### src/rtl/matrix_pkg.sv
// Shared types and defaults for the RGB LED matrix scan controller.
// State encoding plus default panel geometry and on-time counter width.
package matrix_pkg;

    typedef enum logic [2:0] {
        IDLE  = 3'd0,
        SHIFT = 3'd1,
        BLANK = 3'd2,
        LATCH = 3'd3,
        SHOW  = 3'd4
    } state_t;

    localparam int COLS_DEF = 64;
    localparam int ROWS_DEF = 16;
    localparam int ON_W     = 8;

endpackage

### src/rtl/matrix_oe_timer.sv
// Loadable down-counter timing the SHOW window; a load of zero reports done at once
// so the row is shown dark for a single cycle instead of underflowing.
module matrix_oe_timer
    import matrix_pkg::*;
(
    input  logic            clk,
    input  logic            rst,
    input  logic            load,
    input  logic [ON_W-1:0] value,
    output logic            active,
    output logic            done
);

    logic [ON_W-1:0] cnt_q;
    logic [ON_W-1:0] cnt_d;

    always_comb begin
        cnt_d = cnt_q;
        if (load) begin
            cnt_d = value;
        end else if (cnt_q != '0) begin
            cnt_d = cnt_q - 1'b1;
        end
    end

    always_ff @(posedge clk) begin
        if (rst) begin
            cnt_q <= '0;
        end else begin
            cnt_q <= cnt_d;
        end
    end

    // cnt_q holds the SHOW cycles remaining including the current one.
    assign active = (cnt_q != '0);
    assign done   = (cnt_q[ON_W-1:1] == '0);

endmodule

### src/rtl/matrix_scan_ctrl.sv
// Row scan sequencer for a dual-half RGB LED panel: SHIFT, BLANK, LATCH, SHOW per row,
// producing col/row indices, sclk, lat, oe_n and frame_start, all registered.
module matrix_scan_ctrl
    import matrix_pkg::*;
#(
    parameter int COLS  = COLS_DEF,
    parameter int ROWS  = ROWS_DEF,
    parameter int COL_W = 6,
    parameter int ROW_W = 4
) (
    input  logic             clk,
    input  logic             rst,
    input  logic             en,
    input  logic [7:0]       on_time,
    output logic [COL_W-1:0] col,
    output logic [ROW_W-1:0] row,
    output logic             sclk,
    output logic             lat,
    output logic             oe_n,
    output logic             frame_start,
    output logic             busy
);

    localparam logic [COL_W-1:0] COL_LAST = COL_W'(COLS - 1);
    localparam logic [ROW_W-1:0] ROW_LAST = ROW_W'(ROWS - 1);

    state_t            state_q, state_d;
    logic              ph_q, ph_d;
    logic [COL_W-1:0]  col_q, col_d;
    logic [ROW_W-1:0]  row_q, row_d;
    logic [ON_W-1:0]   on_reg_q, on_reg_d;
    logic              sclk_q, sclk_d;
    logic              lat_q, lat_d;
    logic              oe_n_q, oe_n_d;
    logic              frame_start_q, frame_start_d;
    logic              busy_q, busy_d;

    logic              timer_load;
    logic              timer_active;
    logic              timer_done;

    matrix_oe_timer u_oe_timer (
        .clk    (clk),
        .rst    (rst),
        .load   (timer_load),
        .value  (on_reg_q),
        .active (timer_active),
        .done   (timer_done)
    );

    // Every output is computed one cycle ahead so it lines up with the state it belongs to.
    always_comb begin
        state_d       = state_q;
        ph_d          = ph_q;
        col_d         = col_q;
        row_d         = row_q;
        on_reg_d      = on_reg_q;
        sclk_d        = 1'b0;
        lat_d         = 1'b0;
        oe_n_d        = 1'b1;
        frame_start_d = 1'b0;
        timer_load    = 1'b0;

        case (state_q)
            IDLE: begin
                if (en) begin
                    state_d       = SHIFT;
                    ph_d          = 1'b0;
                    col_d         = '0;
                    row_d         = '0;
                    on_reg_d      = on_time;
                    frame_start_d = 1'b1;
                end
            end
            SHIFT: begin
                if (!ph_q) begin
                    ph_d   = 1'b1;
                    sclk_d = 1'b1;
                end else begin
                    ph_d = 1'b0;
                    if (col_q == COL_LAST) begin
                        col_d   = '0;
                        state_d = BLANK;
                    end else begin
                        col_d = col_q + 1'b1;
                    end
                end
            end
            BLANK: begin
                state_d = LATCH;
                lat_d   = 1'b1;
            end
            LATCH: begin
                state_d    = SHOW;
                timer_load = 1'b1;
                oe_n_d     = (on_reg_q == '0);
            end
            SHOW: begin
                oe_n_d = !(timer_active && !timer_done);
                if (timer_done) begin
                    ph_d = 1'b0;
                    if (row_q != ROW_LAST) begin
                        row_d   = row_q + 1'b1;
                        state_d = SHIFT;
                    end else begin
                        // en is only honoured here, at the frame boundary.
                        row_d = '0;
                        if (en) begin
                            state_d       = SHIFT;
                            on_reg_d      = on_time;
                            frame_start_d = 1'b1;
                        end else begin
                            state_d = IDLE;
                        end
                    end
                end
            end
            default: begin
                state_d = IDLE;
            end
        endcase

        busy_d = (state_d != IDLE);
    end

    always_ff @(posedge clk) begin
        if (rst) begin
            state_q       <= IDLE;
            ph_q          <= 1'b0;
            col_q         <= '0;
            row_q         <= '0;
            on_reg_q      <= '0;
            sclk_q        <= 1'b0;
            lat_q         <= 1'b0;
            oe_n_q        <= 1'b1;
            frame_start_q <= 1'b0;
            busy_q        <= 1'b0;
        end else begin
            state_q       <= state_d;
            ph_q          <= ph_d;
            col_q         <= col_d;
            row_q         <= row_d;
            on_reg_q      <= on_reg_d;
            sclk_q        <= sclk_d;
            lat_q         <= lat_d;
            oe_n_q        <= oe_n_d;
            frame_start_q <= frame_start_d;
            busy_q        <= busy_d;
        end
    end

    assign col         = col_q;
    assign row         = row_q;
    assign sclk        = sclk_q;
    assign lat         = lat_q;
    assign oe_n        = oe_n_q;
    assign frame_start = frame_start_q;
    assign busy        = busy_q;

endmodule
### config.mk
export PLATFORM = sky130hd
export DESIGN_NAME = matrix_scan_ctrl
export DESIGN_NICKNAME = d
export VERILOG_FILES = /design/src/rtl/matrix_pkg.sv /design/src/rtl/matrix_oe_timer.sv /design/src/rtl/matrix_scan_ctrl.sv
export SDC_FILE = /design/constraint.sdc
export NUM_CORES = 1
export LEC_CHECK = 0
export CAP_MARGIN = 20
export CORE_MARGIN = 1.5
export CORE_UTILIZATION = 40
export CTS_CLUSTER_DIAMETER = 100
export DETAILED_ROUTE_END_ITERATION = 10
export PLACE_DENSITY = 0.65
export SYNTH_ARGS = -nofsm -noshare
export SYNTH_HDL_FRONTEND = slang
export SYNTH_SLANG_ARGS = --single-unit
### constraint.sdc
create_clock -name clk -period 1.59 [get_ports clk]
set_clock_uncertainty 0.1 [all_clocks]
set_input_delay 0.318 -clock clk [delete_from_list [all_inputs] [get_ports clk]]
set_output_delay 0.318 -clock clk [all_outputs]
set_load 0.02 [all_outputs]
==> impl.org, run 1 <==
** Run status
- Status :: finished with violations
- The final reports fail on setup timing.

** Worst setup path
- Of all nets on the critical path, the largest fanout is 5.
- Ordered list of cells on the worst path :: nor4_4 > buf_4 > nand2_4 > o31ai_4 > buf_6 > mux2i_1
- Data on the critical path is required at its endpoint by roughly 1.7 ns.
- The setup path with the least slack is of type reg -> reg.
- Number of buffer and inverter instances along the worst setup path :: 2
- Top cell family by delay on the critical path :: buffers and inverters
- STA classifies the critical path endpoint as a flop.
- STA classifies the critical path startpoint as a flop.
- Cell with the largest stage delay on the worst path :: dfxtp_2
- The largest single stage delay on the critical path is 0.34 ns.
- Data on the critical path arrives at its endpoint at 1.76 ns.

** Clock tree
- Total number of clock tree sinks :: 35
- In this run, post-CTS hold repair placed 0 buffers.
- Clock input transition at the sequential cells of the worst setup and hold paths :: 0.07 ns
- H-tree level count :: 2
- CTS buffer count :: 5
- TritonCTS built the clock tree.
- Worst-case clock buffer depth :: 2
- The root buffer cell chosen for the clock tree is clkbuf_8.
- For the worst-skew pair, the clock arrives at the later sink with an insertion delay of approximately 0.28 ns.

** Yosys
- In this run the mean area of a mapped cell was around 9 µm².
- The mapped netlist covers 1790 µm².
- Share of flip-flops with an asynchronous set or reset :: 0%
- Synthesis inferred 35 register bits.
- Post-synthesis instance total :: a little over 200
- The Yosys step of the flow raised 0 warnings.
- When the netlist entered floorplanning its net count stood at 219.
- EDFF count, synth :: 0
- Synthesis instantiated 47 different standard cells from the library.
- Sequential fraction of the synthesis area :: 39.2%
- Among all flip-flop cells after synthesis, the most frequent one is dfxtp_1.

** Floorplan
- After floorplanning, the core was divided into 24 placement rows.
- Total I/O pin count :: 26
- From left edge to right edge, the die measures 69.9 µm.
- Overall die area :: roughly 4900 µm²
- Starting Density :: just over 40%
- The total area inside the core boundary comes to 4320 µm².
- Vertical extent of the die :: 69.9 µm

** Placed design
- Place WS :: -0.462 ns
- The HPWL after detailed placement is 2980 µm.
- The congestion estimate from routability-driven global placement came to 0.836.
- Count of port buffers added during placement :: 25
- Area after detailed placement :: roughly 2400 µm²

** Finish
- The area growth from synthesis to layout is 44.6%.
- In the final layout, the share of cells above drive strength 1 is 30.4%.
- Registers take 711 µm².
- In the final layout, the multi-input gates occupy 1110 µm².
- Most common library cell in the layout ignoring fill and taps :: buf_4
- Final layout net count :: 287
- Final-layout fill cell count :: 381
- Finished Cell Area :: about 2600 µm²
- Number of antenna cells inserted :: 0
- The library cells used most frequently in the layout, excluding fill and tap cells, are buf_4 (42), dfxtp_1 (27), nand2b_1 (20), dlygate4sd2_1 (16).
- Measured on the finished design, the core utilization comes to 59.8%.

** Timing
- The worst path in the final design needs a cycle of ~1.6 ns, including I/O delays and setup.
- At the pin with the least slew margin, the transition time is 0.413 ns.
- Achievable Freq :: 607 MHz
- Final setup violating endpoints :: 10
- Final hold vios :: 0
- In the post-route analysis, the smallest setup slack over all paths is -0.0569 ns.
- The final number of max-transition violations was 0.
- Setup repair after global routing could not meet its margin everywhere.
- After routing, the total negative slack on setup checks comes to -0.312 ns.
- Tightest hold margin :: 0.373 ns
- Period utilisation layout :: 104%
- The worst pin sits at a relative slew slack of 72.0%.

** Pwr
- The analysis attributes to cell leakage a power of between 0.001 and 0.0015 µW.
- VDD sags by at most 0.608 mV.
- Power density of the placed cells :: 1290 nW/µm²

** GRT
- The number of antenna violations at the first check in global routing is 0.
- Met3 Track Usage GR :: 4.47%
- For met1 alone, demand over resource in global routing was ~25%.
- The first global-routing pass estimated 7420 µm of wire.
- Global routing consumed, over all layers together, 18.8% of the routing resources.
- The via count of the first global-routing pass was roughly 1600.
- Leftover overflow at the end of global routing :: 0
- Entering global routing, the biggest net connects 23 pins.
- Global routing consumed, on the met2 layer, ~30% of the routing resources.
- Most heavily used metal layer in global routing :: met2

** Route
- Once detail routing completed, the nets flagged for antenna violations numbered 0.
- Summing over every cut layer, the via total after detailed routing is 1696.
- Detailed-routing iteration count for the pre-antenna-repair pass :: 5
- WL final :: 4270 µm
- Using the TritonRoute via totals, the vias-per-cell ratio works out to 5.22.
- After the first detailed-routing iteration, the DRC count stood at 92.
- After detailed routing, the number of remaining DRC violations is 0.
- Dividing the detail-routed wire length by the instance count gives 13.1 µm.

** Flow run
- Max capacitance violation total :: 0

** Worst hold path
- The worst hold path belongs to the class reg -> reg.
path summary, 6_finish.rpt:
| kind | start | to | slack, ns | cells past startpoint |
|---|---|---|---|---|
| max | u_oe_timer.cnt_q[6]$_SDFFE_PP0P_ | on_reg_q[5]$_SDFFE_PP0P_ | -0.06 | 6 |
| min | on_reg_q[2]$_SDFFE_PP0P_ | u_oe_timer.cnt_q[2]$_SDFFE_PP0P_ | 0.37 | 2 |
| max reg2reg | u_oe_timer.cnt_q[6]$_SDFFE_PP0P_ | on_reg_q[5]$_SDFFE_PP0P_ | -0.06 | 6 |
| min reg2reg | on_reg_q[2]$_SDFFE_PP0P_ | u_oe_timer.cnt_q[2]$_SDFFE_PP0P_ | 0.37 | 2 |
logic make-up after synthesis:
group	synth area share (%)
simple gates	33.1
flops	39.2
compound gates	12.2
buf+inv	3.36
mux	5.88
xor+xnor	3.43
fa+ha+maj	2.80
final cells by class:
class	instances	area share [%]
tap	52	2.52
timing repair buffer	70	22.4
multi-input combinational	154	42.9
clock buffer	8	3.87
inverter	6	0.871
sequential	35	27.5
tightest hold or removal path, cell delays in order, from the launching register on:
cell and delay [ns]:
dfxtp_1 0.33, nand2_1 0.06, a21oi_1 0.05
sequential cells by signal, indices dropped and copies added, names as in the netlist:
register and count:
state_q 3, on_reg_q 8, col 6, busy 1, ph_q 1, oe_n 1, frame_start 1, sclk 1
u_oe_timer.cnt_q 8, row 4, lat 1
synth_stat cells (all sizes together) (2+ instances only):
master	count	area share [%]
dfxtp	35	39
inv	6	1.3
o21ai	4	1.1
nand2	14	3.2
nor3b	4	2.0
nand4	2	0.70
and3	4	1.4
nor4	4	2.2
a311oi	4	2.3
nor3	9	2.8
nor2	13	2.7
o22ai	3	1.0
or3b	3	1.5
a21oi	13	3.6
xnor2	2	0.98
a31oi	3	1.0
or3	4	1.7
or4	2	0.84
ha	4	2.8
buf	2	0.63
nand3	14	4.2
a41oi	2	0.98
xor2	5	2.4
nand3b	2	0.84
nand2b	20	7.0
clkbuf	7	1.5
mux2i	9	5.2
timing repair:
action | in CTS | in global routing
resized for setup | 27 | 9
buffers inserted | 3 | 1
setup endpoints to repair | 27 | 22
cloned | 1 | 0
pin swaps | 5 | 8
power breakdown:
part           total [µW]  switching, µW  internal, µW
sequential           1140            138          1000
clock                 708            312           395
combinational        1490            654           832
total                3330           1100          2230
metrics by stage:
stage          cells  total power [µW]
2_1_floorplan    204              1840
3_3_place_gp     313              2390
3_5_place_dp     313              2400
4_1_cts          325              3260
5_1_grt          325              3550
6_report         325              3330
routing by layer:
layer | vias up | wire, µm
met3 | 4 | 167
met1 | 784 | 2130
met5 | - | 0
met4 | 0 | 40
met2 | 38 | 1930
li1 | 870 | -
Power figures use the tool's default switching activity.
==> inputs of run 2 (changes only) <==
--- a/config.mk
+++ b/config.mk
@@ -11,6 +11,7 @@
 export CTS_CLUSTER_DIAMETER = 100
 export DETAILED_ROUTE_END_ITERATION = 10
 export PLACE_DENSITY = 0.65
+export SETUP_SLACK_MARGIN = 0.2
 export SYNTH_ARGS = -nofsm -noshare
 export SYNTH_HDL_FRONTEND = slang
 export SYNTH_SLANG_ARGS = --single-unit
==> impl.org, run 2 (synthesis results as in run 1) <==
** Run status
- Status :: finished with violations
- Violations in the final reports :: setup timing

** Worst setup path
- Setup Crit Path Kind :: reg -> reg
- The worst setup path is launched from a flop.
- Crit path from :: state_q[0]$_SDFF_PP0_
- The startpoint identified for the worst register-to-register timing path is state_q[0]$_SDFF_PP0_.
- The required time reported for the critical path endpoint was 1.70 ns (about the same).
- Critical-path maximum fanout :: 3 (-2)
- The count of cells along the worst register-to-register path came to 4 (-2).
- CP endpoint :: col[3]$_SDFFE_PP0P_
- CP endpoint kind :: flop
- The minimum setup slack among reg-to-reg paths is -0.07 ns (about the same).
- WP data arrival :: 1.77 ns (about the same)
- FF-to-FF End :: col[3]$_SDFFE_PP0P_

** Clock tree
- The number of sinks driven by the clock tree came to 35 (unchanged).
- The clock latency reported for the late side of the worst-skew pair was 0.29 ns (about the same).
- TritonCTS clock tree :: done
- The cell sitting at the root of the clock tree is a clkbuf_8.
- The number of buffers inserted for hold repair after clock tree synthesis came to 0 (unchanged).
- The clock-pin transition on the worst setup and hold timing paths came to 0.07 ns (about the same).
- CTS buffer count :: 5 (unchanged)
- Worst-case clock buffer depth :: 2 (unchanged)
- The number of levels the H-tree was split into came to 2 (unchanged).

** Floorplan
- The effective utilization at floorplan was 41.3% (unchanged).
- The count of boundary I/O pins is 26 (unchanged).
- The number of placement rows came to 24 (unchanged).
- The width of the die is 69.9 µm (unchanged).
- Overall die area :: 4880 µm² (unchanged)
- Vertical extent of the die :: 69.9 µm (unchanged)
- The total core area is 4320 µm² (unchanged).

** Finish
- The share of final-layout standard cells stronger than drive strength 1 came to 53.4% (+23 points).
- The area growth from synthesis to layout is 66.1%.
- Finished Cell Area :: 2970 µm² (+15%)
- The count of nets after finishing was 292 (+1.7%).
- Most common library cell in the layout ignoring fill and taps :: buf_4
- Number of antenna cells inserted :: 0 (unchanged)
- Number of non-filler instances in the completed layout :: 329 (+1.2%)
- The top cell types in the final layout, fill and taps aside, are buf_4 (34), nand2b_1 (19), dfxtp_1 (16), dfxtp_2 (15), buf_6 (13).

** Placed design
- Place WS :: -0.479 ns (-0.0169 ns)
- The count of port buffers added during placement was 25 (unchanged).
- Total instance count after detailed placement :: 314 (+0.32%)
- Detail Placement HPWL :: 3200 µm (+7.2%)
- The final weighted congestion in routability-driven placement was 0.849 (+1.6%).
- The placement-stage cell area came to 2430 µm² (+1.7%).

** Timing
- The count of endpoints failing hold in the final timing report was 0 (unchanged).
- Setup repair after global routing could not meet its margin everywhere.
- Final setup violating endpoints :: 12 (+2)
- The share of the clock period used by the worst path was 104% (+0.79 points).
- Setup slack after layout :: -0.0694 ns (-0.0125 ns)
- Tightest hold margin :: 0.385 ns (+0.0126 ns)
- Post-route minimum period :: 1.66 ns (+0.0125 ns)
- The slew of the pin with the lowest slew margin came to 0.333 ns (-0.0803 ns).
- The tightest slew margin relative to the limit came to 77.7% (+5.7 points).
- Final Max Tran Viols :: 0 (unchanged)
- The achievable frequency is 603 MHz (-0.75%).

** GRT
- The leftover overflow at the end of global routing is 0 (unchanged).
- Vias in the first global route :: 1765 (+7.3%)
- Global-route wire length before repair :: 7910 µm (+6.7%)
- The number of antenna violations at the first check in global routing came to 0 (unchanged).
- Pin count of the biggest net entering global routing :: 15 (-35%)
- The total global-route track usage came to 20.0% (+1.2 points).

** Worst hold path
- The min-delay analysis places its worst path in the category reg -> reg.
- The startpoint identified for the worst hold timing path is on_reg_q[4]$_SDFFE_PP0P_.

** Route
- Routed len/inst :: 15.0 µm (+14%)
- The detailed-route wire length is 4940 µm (+16%).
- The overall via count from detail_route was 1771 (+4.4%).
- Average via count per standard cell :: 5.38 (+3.2%)
- The number of nets still failing antenna checks after routing came to 0 (unchanged).
- The remaining routing DRC violations came to 0 (unchanged).
- Iteration-0 DRC count of the detailed router :: 53 (-42%)
- Detailed-routing iteration count for the pre-antenna-repair pass :: 4 (-1)

** Flow run
- The number of maximum-capacitance violations is 0 (unchanged).

** Pwr
- Sw Ratio :: 34.9% (+1.8 points)
- Internal Pwr Total :: 2470 µW (+11%)
- Power share of the combinational group :: 53.1% (+8.5 points)
- Sequential Power Share :: 29.7% (-4.5 points)
- Part of the power in the clock network :: 17.2% (-4.0 points)
- Static leakage power :: 0.00118 µW (+5.1%)
- The maximum vdd ir drop is 0.850 mV (+40%).
- Power density of the placed cells :: 1280 nW/µm² (-0.59%)
- Net Switching :: 1330 µW (+20%)
- Design Power :: 3800 µW (+14%)
## run 2: changes by cell type in the layout (fill, tap and decap cells not counted), moves of 6 or more
| cell | delta |
|---|---|
| a21oi_1 | -7 |
| dfxtp_1 | -11 |
| dlygate4sd2_1 | -10 |
| dfxtp_2 | +7 |
| buf_4 | -8 |
| buf_6 | +10 |
| nand3_1 | -6 |
| clkdlybuf4s15_2 | +6 |
## run 2: how the worst min path moves through the flow
stage / to / cells past startpoint / slack (ns)
floorplan: lat$_SDFF_PP0_ / 1 / 0.31
global placement: u_oe_timer.cnt_q[3]$_SDFFE_PP0P_ / 2 / 0.36
detailed placement: u_oe_timer.cnt_q[3]$_SDFFE_PP0P_ / 2 / 0.36
CTS: u_oe_timer.cnt_q[2]$_SDFFE_PP0P_ / 2 / 0.39
global route: u_oe_timer.cnt_q[4]$_SDFFE_PP0P_ / 2 / 0.41
finish: u_oe_timer.cnt_q[4]$_SDFFE_PP0P_ / 2 / 0.39
## run 2: power by group through the flow
stage / combinational, µW / clock [µW] / sequential (µW)
5_1_grt: 2160 / 712 / 1140
3_5_place_dp: 1360 / 0 / 1140
4_1_cts: 1800 / 675 / 1130
6_report: 2020 / 655 / 1130
3_3_place_gp: 1350 / 0 / 1130
2_1_floorplan: 755 / 0 / 1150
## run 2: layer usage
layer	up-vias	GRT usage, %	wire (µm)
li1	880	-	-
met3	6	4.33	145
met5	-	0	0
met4	0	5.56	42
met1	854	24.9	2180
met2	31	34.7	2570
## run 2: stage by stage
step,util (%),TNS [ns]
after CTS,64.1,-0.425
after global placement,56.2,-3.90
after floorplan,-,-0.159
after detailed placement,56.2,-4.68
final,68.7,-0.405
after global routing,68.7,-1.28
## run 2: final cells by class
| type | count | area, µm² |
|---|---|---|
| clock buffers | 6 | 82.6 |
| well taps | 52 | 65.1 |
| clock inverters | 1 | 5.00 |
| repair buffers | 75 | 682 |
| inverters | 6 | 25.0 |
| multi-input cells | 154 | 1380 |
| flip-flops and latches | 35 | 734 |
| fillers | 360 | 1360 |
## run 2: worst max-delay path, stage by stage, from the launching register on
cell     delay (ns)
dfxtp_4        0.36
mux2i_2        0.15
or3_4          0.33
or4_4          0.50
a31oi_4        0.15
## run 2: what timing repair did
action / 4_1_cts / 5_1_grt
setup buffers: 4 / 3
hold endpoints to repair: 0 / 0
endpoints found under the setup margin: 47 / 38
pin swaps: 26 / 20
cloned: 1 / 0
resized for setup: 86 / 47
